File: src/rtl/cpu_pkg.sv
// Shared CPU definitions: instruction memory geometry and the loader FSM encoding.
// The state encoding is kept as plain constants so legacy code can still compare raw state values.
package cpu_pkg;

    localparam int unsigned IM_DEPTH = 256;
    localparam int unsigned WORD_W   = 32;

    localparam logic [1:0] ST_IDLE  = 2'd0;
    localparam logic [1:0] ST_RECV  = 2'd1;
    localparam logic [1:0] ST_WRITE = 2'd2;
    localparam logic [1:0] ST_DONE  = 2'd3;

    // A load request is valid for 1..depth words.
    function automatic logic count_ok(input logic [8:0] wc, input int unsigned depth);
        return (wc != 9'd0) && (32'(wc) <= depth);
    endfunction

endpackage

File: src/rtl/im_byte_packer.sv
// Assembles an MSB-first byte stream into 32-bit instruction words.
// The first byte shifted in ends up in bits 31:24.
module im_byte_packer
    import cpu_pkg::*;
(
    input  logic              clk,
    input  logic              rst_n,
    input  logic              clr,
    input  logic              shift_en,
    input  logic [7:0]        in_byte,
    output logic [WORD_W-1:0] word,
    output logic [1:0]        byte_cnt
);

    always_ff @(posedge clk or negedge rst_n) begin
        if (!rst_n) begin
            word     <= '0;
            byte_cnt <= '0;
        end else if (clr) begin
            word     <= '0;
            byte_cnt <= '0;
        end else if (shift_en) begin
            word     <= {word[WORD_W-9:0], in_byte};
            byte_cnt <= byte_cnt + 2'd1;
        end
    end

endmodule

File: src/rtl/im_loader.sv
// Streams a program image into instruction memory while holding the CPU.
// Bytes are packed into words, then each word is written for exactly one cycle.
module im_loader
    import cpu_pkg::*;
#(
    parameter int unsigned ADDR_W   = 16,
    parameter int unsigned IM_DEPTH = cpu_pkg::IM_DEPTH
) (
    input  logic              clk,
    input  logic              rst_n,
    input  logic              start,
    input  logic [8:0]        word_count,
    input  logic              abort,
    input  logic [7:0]        in_byte,
    input  logic              in_valid,
    output logic              in_ready,
    output logic              im_we,
    output logic [ADDR_W-1:0] im_waddr,
    output logic [31:0]       im_wdata,
    output logic              cpu_hold,
    output logic              busy,
    output logic              done,
    output logic              err
);

    logic [1:0]        state;
    logic [8:0]        count;
    logic [8:0]        index;
    logic [WORD_W-1:0] word;
    logic [1:0]        byte_cnt;
    logic              idle_like;
    logic              req_ok;
    logic              accept;
    logic              reject;
    logic              xfer;
    logic              last_word;
    logic              pk_clr;

    assign idle_like = (state == ST_IDLE) || (state == ST_DONE);
    assign req_ok    = count_ok(word_count, IM_DEPTH);
    assign accept    = idle_like && start && req_ok;
    assign reject    = idle_like && start && !req_ok;
    assign busy      = (state == ST_RECV) || (state == ST_WRITE);
    assign cpu_hold  = busy;
    assign done      = (state == ST_DONE);
    assign in_ready  = (state == ST_RECV);
    assign xfer      = in_valid && in_ready && !abort;
    assign last_word = (index == count - 9'd1);
    assign pk_clr    = accept || (abort && busy) || (state == ST_WRITE);

    // Abort wins even in the write cycle itself, so the strobe is gated combinationally.
    assign im_we    = (state == ST_WRITE) && !abort;
    assign im_waddr = ADDR_W'(index);
    assign im_wdata = word;

    im_byte_packer u_packer (
        .clk      (clk),
        .rst_n    (rst_n),
        .clr      (pk_clr),
        .shift_en (xfer),
        .in_byte  (in_byte),
        .word     (word),
        .byte_cnt (byte_cnt)
    );

    always_ff @(posedge clk or negedge rst_n) begin
        if (!rst_n) begin
            state <= ST_IDLE;
            count <= '0;
            index <= '0;
            err   <= 1'b0;
        end else begin
            err <= reject;
            case (state)
                ST_IDLE, ST_DONE: begin
                    if (accept) begin
                        state <= ST_RECV;
                        count <= word_count;
                        index <= '0;
                    end
                end
                ST_RECV: begin
                    if (abort)
                        state <= ST_IDLE;
                    else if (xfer && byte_cnt == 2'd3)
                        state <= ST_WRITE;
                end
                ST_WRITE: begin
                    if (abort) begin
                        state <= ST_IDLE;
                    end else if (last_word) begin
                        state <= ST_DONE;
                    end else begin
                        index <= index + 9'd1;
                        state <= ST_RECV;
                    end
                end
                default: state <= ST_IDLE;
            endcase
        end
    end

endmodule

File: config.mk
export PLATFORM = sky130hd
export DESIGN_NAME = im_loader
export DESIGN_NICKNAME = d
export VERILOG_FILES = /design/src/rtl/cpu_pkg.sv /design/src/rtl/im_byte_packer.sv /design/src/rtl/im_loader.sv
export SDC_FILE = /design/constraint.sdc
export NUM_CORES = 1
export LEC_CHECK = 0
export ABC_AREA = 1
export CORE_MARGIN = 10
export CORE_UTILIZATION = 46
export CTS_BUF_LIST = sky130_fd_sc_hd__clkbuf_4 sky130_fd_sc_hd__clkbuf_8
export DETAILED_ROUTE_END_ITERATION = 8
export PLACE_DENSITY = 0.78
export SYNTH_ARGS = -nofsm -noshare
export SYNTH_HDL_FRONTEND = slang
export SYNTH_SLANG_ARGS = --single-unit
File: constraint.sdc
create_clock -name clk -period 1.82 [get_ports clk]
set_clock_uncertainty 0.2 [all_clocks]
set_input_delay 0.455 -clock clk [delete_from_list [all_inputs] [get_ports clk]]
set_output_delay 0.455 -clock clk [all_outputs]
set_load 0.02 [all_outputs]
* Yosys cells after proc, flatten, opt, wreduce, memory -nomap -nowiden
Cells that the tools add are included.
** Cells by class
- Reductions and logical operators :: 23
- Multiply operators :: 0
- Order comparisons :: 1
- Shift operators :: 0
- Div/mod/pow operators :: 0
- Add/sub/neg operators :: 3
- Bitwise gates (word level) :: 0
- Equal/unequal tests :: 9
- Mux-type cells :: 14
** Operators with widths (number)
- 32-bit two-way mux :: 2
- 9-bit two-way mux :: 3
- 9-bit one-hot mux with 2 select lines :: 1
- 2-bit two-way mux :: 7
- 9-bit by 1-bit adder with 9-bit output (second input constant) :: 1
- 9-bit equality test :: 1
- 9-bit less-or-equal comparator (second input constant) :: 1
- 1-bit logical AND :: 9
- 9-bit nonzero test :: 1
- 9-bit by 1-bit subtractor with 9-bit output (second input constant) :: 1
- 2-bit equality test (second input constant) :: 3
- 2-bit != test (second input constant) :: 3
- 2-bit one-hot mux with 3 select lines :: 1
- 1-bit logical OR :: 4
- 2-bit AND reduction :: 2
- 4-bit AND reduction :: 1
- 2-bit nonzero test :: 2
- 3-bit by 2-bit != test with 1-bit output (second input constant) :: 1
- 2-bit by 1-bit adder with 2-bit output (second input constant) :: 1
- 2-bit by 1-bit equality test with 1-bit output (second input constant) :: 1
- 1-bit logical NOT :: 2
- 2-bit logical NOT :: 1
- 2-bit OR reduction :: 1
** Word-level totals
- Bits in latches :: 0
- Bits of input ports :: 22
- Memories kept :: 0
- Memory bits (writable) :: 0
- Memory bits (read-only) :: 0
- Output and inout port bits :: 54
- Logic and storage cells :: 56
- Bits in registers :: 55

* Depth between registers and ports, before layout
Gate-level depths: netlist (run 1).
- Word-level depth :: 7
- Depth in mapped cells :: 14
- Gate-level depth less buffers :: 14

* Hierarchy
From an unflattened synthesis (run 1), not the netlist that was laid out.
** Second synthesis, totals
- Cells, all modules :: 373
- Area, all modules :: 2989.1 µm²
** By module, submodules not included
- im_loader :: instances 1, area each 1631.6 µm², cells each 230, seq. area each 525.5 µm²
- im_byte_packer :: instances 1, area each 1357.6 µm², cells each 143, seq. area each 850.8 µm²

* Worst setup path before layout (run 1)
OpenSTA, ideal clock, no wires.
- Path kind :: register -> register
- From :: reg state[0]
- To :: reg index[0]
- Data required time :: 1.554 ns
- Buffers on the path :: 1
- Library setup time :: 0.066 ns
- Data arrival time :: 1.709 ns
- Clock period less this slack :: 1.975 ns
- Cell stages (with the launch flop) :: 12
- Setup slack :: -0.155 ns
- Cells stage by stage :: dfrtp_1 inv_1 ha_1 inv_1 buf_2 nor2_1 nand2_1 nand2_2 nand2_4 nand2_4 nand2_1 nand2_1
** Between the ends
- Cells in the longest elaborated chain, start to end :: 6
- Elaborated cells on any way between the ends :: 13
- Those cells by class :: eq/ne (5); mux (1); reduce/logical (7)
** RTL lines
- start, declared :: line im_loader.sv:26 : logic [1:0] state;
- start signal, assigned :: line im_loader.sv:68 : state <= ST_IDLE;
- start signal, assigned :: line im_loader.sv:77 : state <= ST_RECV;
- start signal, assigned :: line im_loader.sv:84 : state <= ST_IDLE;
- 2-bit equality test / 2-bit logical NOT (equally long branches) :: line im_loader.sv:39, im_loader.sv:74
- 1-bit logical OR :: line im_loader.sv:39 : assign idle_like = (state == ST_IDLE) || (state == ST_DONE);
- 1-bit logical AND (2 in series) :: line im_loader.sv:41 : assign accept = idle_like && start && req_ok;
- 2-bit != test (no source line)
- 4-bit AND reduction (no source line)
- end signal, assigned :: line im_loader.sv:94 : index <= index + 9'd1;
- end, declared :: line im_loader.sv:28 : logic [8:0] index;
Several ways; a longest one is shown, not always the timed one.
A chain may end at the register's enable or synchronous reset.

* Worst setup path after layout (run 1)
- From :: reg state[1]
- To :: reg u_packer.word[20]
** Between the ends
- Cells in the longest elaborated chain, start to end :: 7
- Elaborated cells on any way between the ends :: 15
- Those cells by class :: eq/ne (3); mux (1); reduce/logical (11)
** RTL lines
- 2-bit equality test / 2-bit logical NOT (equally long branches) :: line im_loader.sv:39
- 1-bit logical OR :: line im_loader.sv:39
- 1-bit logical AND (2 in series) :: line im_loader.sv:41
- 1-bit logical OR (2 in series) :: line im_loader.sv:49 : assign pk_clr = accept || (abort && busy) || (state == ST_WRITE);
- 32-bit two-way mux / 2-bit nonzero test (equally long branches)
- end signal, assigned :: line im_byte_packer.sv:23 : word <= {word[WORD_W-9:0], in_byte};
- end, declared :: line im_byte_packer.sv:11 : output logic [WORD_W-1:0] word,
Several ways; a longest one is shown, not always the timed one.

==> flow_summary.json, run 1 <==
{
  "num-fill-cells": 429,
  "clk_latency_ns": 0.31,
  "synth_edf_count": 0,
  "synthFlopType": "dfrtp_1",
  "area_growth_pct": 66.6,
  "outcome": "complete, but fails checks",
  "vias_per_cell": 5.42,
  "min_period_over_period_pct": 120,
  "insertedDiodeCount": 0,
  "comb_power_share_pct": 67.4,
  "pin_count": 76,
  "rsz0062_at_grt": "true",
  "fin_tns_setup_ns": -11.61,
  "grt_pass1_wl_um": 16700,
  "die_area_um2": 10400,
  "grt_use_total_pct": 20.2,
  "clkSlewWorstSetupHoldPaths_ns": 0.11,
  "fp-row-count": 29,
  "synth.distinct_cells": 31,
  "rrSetupSlack_ns": -0.36,
  "synth-seq-cells": 55,
  "yosys_warnings": 0,
  "arrival_ns": 2.18,
  "mappedNetlistArea_um2": 3100,
  "first_global_vias": 3379,
  "postRouteAntennaNets": 0,
  "gp_congestion": 0.845,
  "cts_root_buf": "clkbuf_8",
  "drt_wl_total_um": 11000,
  "postSynthCellCount": 367,
  "startpoint_type": "register",
  "worstPathMaxFanout": 6,
  "cts_tree": "built",
  "cp.required_ns": 1.82,
  "violations": "negative setup slack",
  "start_util_pct": 47.9,
  "final_cell_mix": "61 x nand2_1, 53 x dfrtp_1, 38 x dlygate4sd2_1, 38 x buf_4, 29 x inv_1",
  "layout-drive-gt1-share_pct": 43.1,
  "first_pass_iters": 4,
  "die_w_um": 102,
  "core_area_um2": 6460,
  "drt-wirelength-per-cell_um": 19.2,
  "max_freq_mhz": 458,
  "dp_hpwl_um": 6250,
  "fin_nets": 524,
  "hold_slack_ns": 0.299,
  "setup_violations": 51,
  "p_per_area_nw_per_um2": 1490,
  "grt_overflow_total": 0,
  "synth_seq_area_share_pct": 44.4,
  "seqPwrFrac_pct": 23.2,
  "setup_ws_ns": -0.364,
  "hp-class": "in -> reg",
  "vdd_drop_max_v": 0.00102,
  "endpoint_kind": "register",
  "maxCapViolations": 0,
  "final_common_cell": "nand2_1",
  "port-buffer-count": 68,
  "cts_made_buffers": 5,
  "syn_area_per_cell_um2": 8.44,
  "switching_power_w": 0.00353,
  "cts_sinks": 55,
  "path_class": "reg -> reg",
  "num_vias": 3113,
  "seq_area_um2": 1380,
  "dr.first_iter.drc_count": 118,
  "layout_min_cycle_time_ns": 2.18,
  "intPower_w": 0.00415,
  "multi_input_area_um2": 2000,
  "leakage_nw": 2.42,
  "async_flop_share_pct": 100,
  "fp.dieH_um": 102,
  "drc": 0,
  "htreeDepth": 2,
  "p_sw_share_pct": 46.0,
  "antenna_found_initial": 0,
  "drv_slew": 0,
  "finalPower_w": 0.00768,
  "clk_path_buf_depth": 2,
  "clkPwrFrac_pct": 9.3,
  "hold_viol_final": 0,
  "grt_max_degree": 43
}
worst max-delay path, stage by stage (launching register included):
cell      delay [ns]
dfrtp_2         0.45
ha_4            0.30
buf_6           0.11
nand2_4         0.04
inv_2           0.06
nand3_4         0.13
o211ai_4        0.15
clkinv_4        0.16
buf_12          0.17
buf_16          0.14
nand3_4         0.07
o31ai_2         0.08
state kept, by name, summed over array words and instances (netlist names):
name               cells
state                  2
err                    1
index                  9
count                  9
u_packer.word         32
u_packer.byte_cnt      2
per-stage QoR:
| stage | util [%] | instance area (um2) | std cells | worst slack [ns] |
|---|---|---|---|---|
| floorplan | - | 3150 | 373 | -0.0471 |
| global placement | 64.4 | 4160 | 542 | -0.482 |
| detailed placement | 64.4 | 4160 | 542 | -0.592 |
| CTS | 75.6 | 4880 | 575 | -0.202 |
| global route | 79.9 | 5160 | 574 | -0.408 |
| finish | 79.9 | 5160 | 574 | -0.364 |
per-layer routing:
metal / track usage, % / routed length (um) / up-vias
li1: - / - / 1434
met1: 20.9 / 3830 / 1514
met2: 38.4 / 5960 / 131
met3: 6.48 / 838 / 34
met4: 4.77 / 394 / 0
met5: 0 / 0 / -
layout make-up:
class	instances	share of cell area, %
well taps	77	1.87
repair buffers	138	27.5
flip-flops and latches	55	26.7
clock buffers	5	1.33
inverters	42	3.37
multi-input cells	254	38.8
clock inverters	3	0.436
power by group through the flow:
stage / clock network, W / logic (W) / registers, W
after floorplan: 0 / 0.00182 / 0.00191
after global placement: 0 / 0.00317 / 0.00174
after detailed placement: 0 / 0.00326 / 0.00175
after CTS: 0.000720 / 0.00476 / 0.00173
after global routing: 0.000787 / 0.00553 / 0.00181
final: 0.000717 / 0.00518 / 0.00178
timing repair:
action	in CTS	in global routing
setup buffers	14	7
pin swaps	30	23
gates cloned	11	0
gates resized for setup	160	102
endpoints found under the setup margin	100	63
hold buffers	1	0
endpoints found under the hold margin	13	0
cell usage after synthesis (all sizes together) (3+ instances only):
cell type,instances,area share (%)
o31ai,12,2.9
o21ai,22,5.1
nand3,51,10
xnor2,5,1.4
nor2,28,3.8
ha,6,2.4
inv,41,5.1
dfrtp,55,44
buf,22,5.4
xor2,8,2.3
nor3,3,0.48
a21oi,13,2.1
nand4,4,0.81
nand2,91,12
logic make-up after synthesis:
family	after synthesis	share of synthesized area [%]
flops	55	44.4
compound gates	48	10.8
other cells	1	0.121
simple gates	178	27.7
buf+inv	66	10.8
fa+ha+maj	6	2.42
xor+xnor	13	3.68
path summary, 6_finish.rpt:
check                               from           endpoint  cells past startpoint
setup / recovery                state[1]  u_packer.word[20]                     11
hold / removal             word_count[4]           count[4]                      3
setup reg to reg                state[1]  u_packer.word[20]                     11
hold reg to reg                 count[8]           count[8]                      2
max in group asynchronous          rst_n  u_packer.word[22]                      3
min in group asynchronous          rst_n           count[1]                      2
No activity file was read; power rests on OpenSTA's default activity.
==> run 2: changes to the inputs <==
--- a/config.mk
+++ b/config.mk
@@ -7,10 +7,11 @@
 export LEC_CHECK = 0
 export ABC_AREA = 1
 export CORE_MARGIN = 10
-export CORE_UTILIZATION = 46
+export CORE_UTILIZATION = 40
 export CTS_BUF_LIST = sky130_fd_sc_hd__clkbuf_4 sky130_fd_sc_hd__clkbuf_8
+export CTS_CLUSTER_SIZE = 12
 export DETAILED_ROUTE_END_ITERATION = 8
-export PLACE_DENSITY = 0.78
+export PLACE_DENSITY = 0.69
 export SYNTH_ARGS = -nofsm -noshare
 export SYNTH_HDL_FRONTEND = slang
 export SYNTH_SLANG_ARGS = --single-unit
==> run 2 against run 1 <==
  * The flow still finishes with violations (negative setup slack)
  * Via count fell by 8.3%
  * Global-route usage fell by 5.6 points
  * Count of clock-buffer cells in the layout did not move
  * Register-to-register slack improved by 0.16 ns
  * First-iteration DRC count fell by 20%
  * Sequential share of layout area rose by 3.8 points
  * Cell count rose by 3.5%
  * Critical endpoint is now u_packer.word[12]
  * Largest power group unchanged
==> flow_summary.json, run 2 (synthesis results as in run 1) <==
{
  "endpoint_kind": "register",
  "core_area_um2": 7650,
  "final_cell_mix": "77 x nand2_1, 58 x buf_4, 55 x dfrtp_1",
  "hold_depth": 4,
  "cts_root_buf": "clkbuf_8",
  "htreeDepth": 2,
  "layout_min_cycle_time_ns": 2.03,
  "antenna_found_initial": 0,
  "setup_ws_ns": -0.209,
  "first_pass_iters": 4,
  "cp_top_family": "flip-flops",
  "final_common_cell": "nand2_1",
  "grt_use_total_pct": 14.6,
  "rr_endpoint": "u_packer.word[12]",
  "path_class": "reg -> reg",
  "violations": "negative setup slack",
  "largest_reg_flops": 32,
  "max_flop_register": "u_packer.word",
  "fin_tns_setup_ns": -6.69,
  "fin_nets": 520,
  "rrSetupSlack_ns": -0.21,
  "outcome": "complete, but fails checks",
  "dr.first_iter.drc_count": 94,
  "cp.required_ns": 1.86,
  "setup_violations": 55,
  "num_vias": 2856,
  "die_w_um": 108,
  "num-fill-cells": 676,
  "arrival_ns": 2.07,
  "port-buffer-count": 68,
  "postRouteAntennaNets": 0,
  "r2r-start": "state[1]",
  "min_period_over_period_pct": 111,
  "hp-class": "in -> reg",
  "layout-drive-gt1-share_pct": 29.3,
  "clkSlewWorstSetupHoldPaths_ns": 0.10,
  "cts_made_buffers": 5,
  "grt_overflow_total": 0,
  "maxCapViolations": 0,
  "fp.dieH_um": 108,
  "drc": 0,
  "rr_worst_depth": 11,
  "leakage_nw": 2.32,
  "dp.cells": 579,
  "die_area_um2": 11700,
  "fp-row-count": 32,
  "gp_congestion": 0.861,
  "clk_latency_ns": 0.31,
  "first_global_vias": 2969,
  "startpoint_type": "register",
  "hold_viol_final": 0,
  "insertedDiodeCount": 0,
  "clk_path_buf_depth": 2,
  "reg_top3": "u_packer.word (32), count (9), index (9)",
  "start_util_pct": 40.5,
  "dp_hpwl_um": 6230,
  "path_cells": "ha_4, buf_4, nand2_1, inv_1, nand3_4, o211ai_4, inv_4, nand2_4, buf_12, nand3_2, o21ai_2",
  "pin_count": 76,
  "cp_slowest_cell": "dfrtp_1",
  "p_per_area_nw_per_um2": 1330,
  "drv_slew": 0,
  "dp_slack_ns": -0.563,
  "cts_tree": "built",
  "vias_per_cell": 4.81,
  "worstPathMaxFanout": 13,
  "area_growth_pct": 45.7,
  "hold_end": "count[0]",
  "rsz0062_at_grt": "true",
  "max_freq_mhz": 493,
  "critical_path.max_stage_delay_ns": 0.46,
  "instances_no_fill": 594,
  "drt-wirelength-per-cell_um": 14.1,
  "vdd_drop_max_v": 0.000784,
  "grt_max_degree": 44,
  "hp-start": "word_count[0]",
  "worst-path-buf-inv": 4,
  "grt_pass1_wl_um": 14000,
  "cts_sinks": 55,
  "drt_wl_total_um": 8350
}
==> run 2: where the power goes <==
part,switching (W),internal (W),total (W)
Clock,0.000413,0.000403,0.000816
Combinational,0.00195,0.00152,0.00347
Sequential,0.000229,0.00150,0.00173
==> run 2: timing repair <==
item | in CTS | in global routing
hold endpoints to repair | 55 | 0
pin swaps | 25 | 17
hold buffers | 1 | 0
setup endpoints to repair | 98 | 60
gates resized for setup | 94 | 12
buffers inserted | 4 | 2
cloned | 2 | 0
==> run 2: how the worst max path moves through the flow <==
stage,startpoint,to,slack (ns),cells after the start
2_1_floorplan,count[0],index[0],-0.05,14
3_3_place_gp,abort,im_we,-0.52,3
3_5_place_dp,word_count[1],index[5],-0.56,13
4_1_cts,count[0],index[5],-0.23,14
5_1_grt,count[0],index[7],-0.33,14
6_report,state[1],u_packer.word[12],-0.21,11
==> run 2: per-stage QoR <==
stage	utilization [%]	area [um2]	hold WS, ns	power (W)
6_report	59.0	4510	0.290	0.00602
5_1_grt	59.0	4510	0.330	0.00645
4_1_cts	58.4	4470	0.321	0.00603
3_5_place_dp	56.2	4290	0.249	0.00511
3_3_place_gp	56.2	4290	0.247	0.00505
2_1_floorplan	-	3150	-0.0406	0.00373
==> run 2: area by class of cell <==
class	instances	area [um2]	area share, %
Multi-Input combinational cell	254	1530	33.9
Clock buffer	5	68.8	1.52
Clock inverter	2	37.5	0.832
Timing Repair Buffer	134	1210	26.8
Inverter	42	161	3.58
Sequential cell	55	1380	30.5
Tap cell	102	128	2.83
==> run 2: routing by layer <==
layer	share of wire, %	track usage, %
met1	40	16.6
met2	51	25.4
met3	8.8	5.77
met4	0.66	2.86
met5	0	0
==> run 2: tightest hold or removal path, cell delays in order <==
cell,delay [ns]
dlymetal6s2s_1,0.11
buf_4,0.11
nand2_1,0.04
o21ai_0,0.06
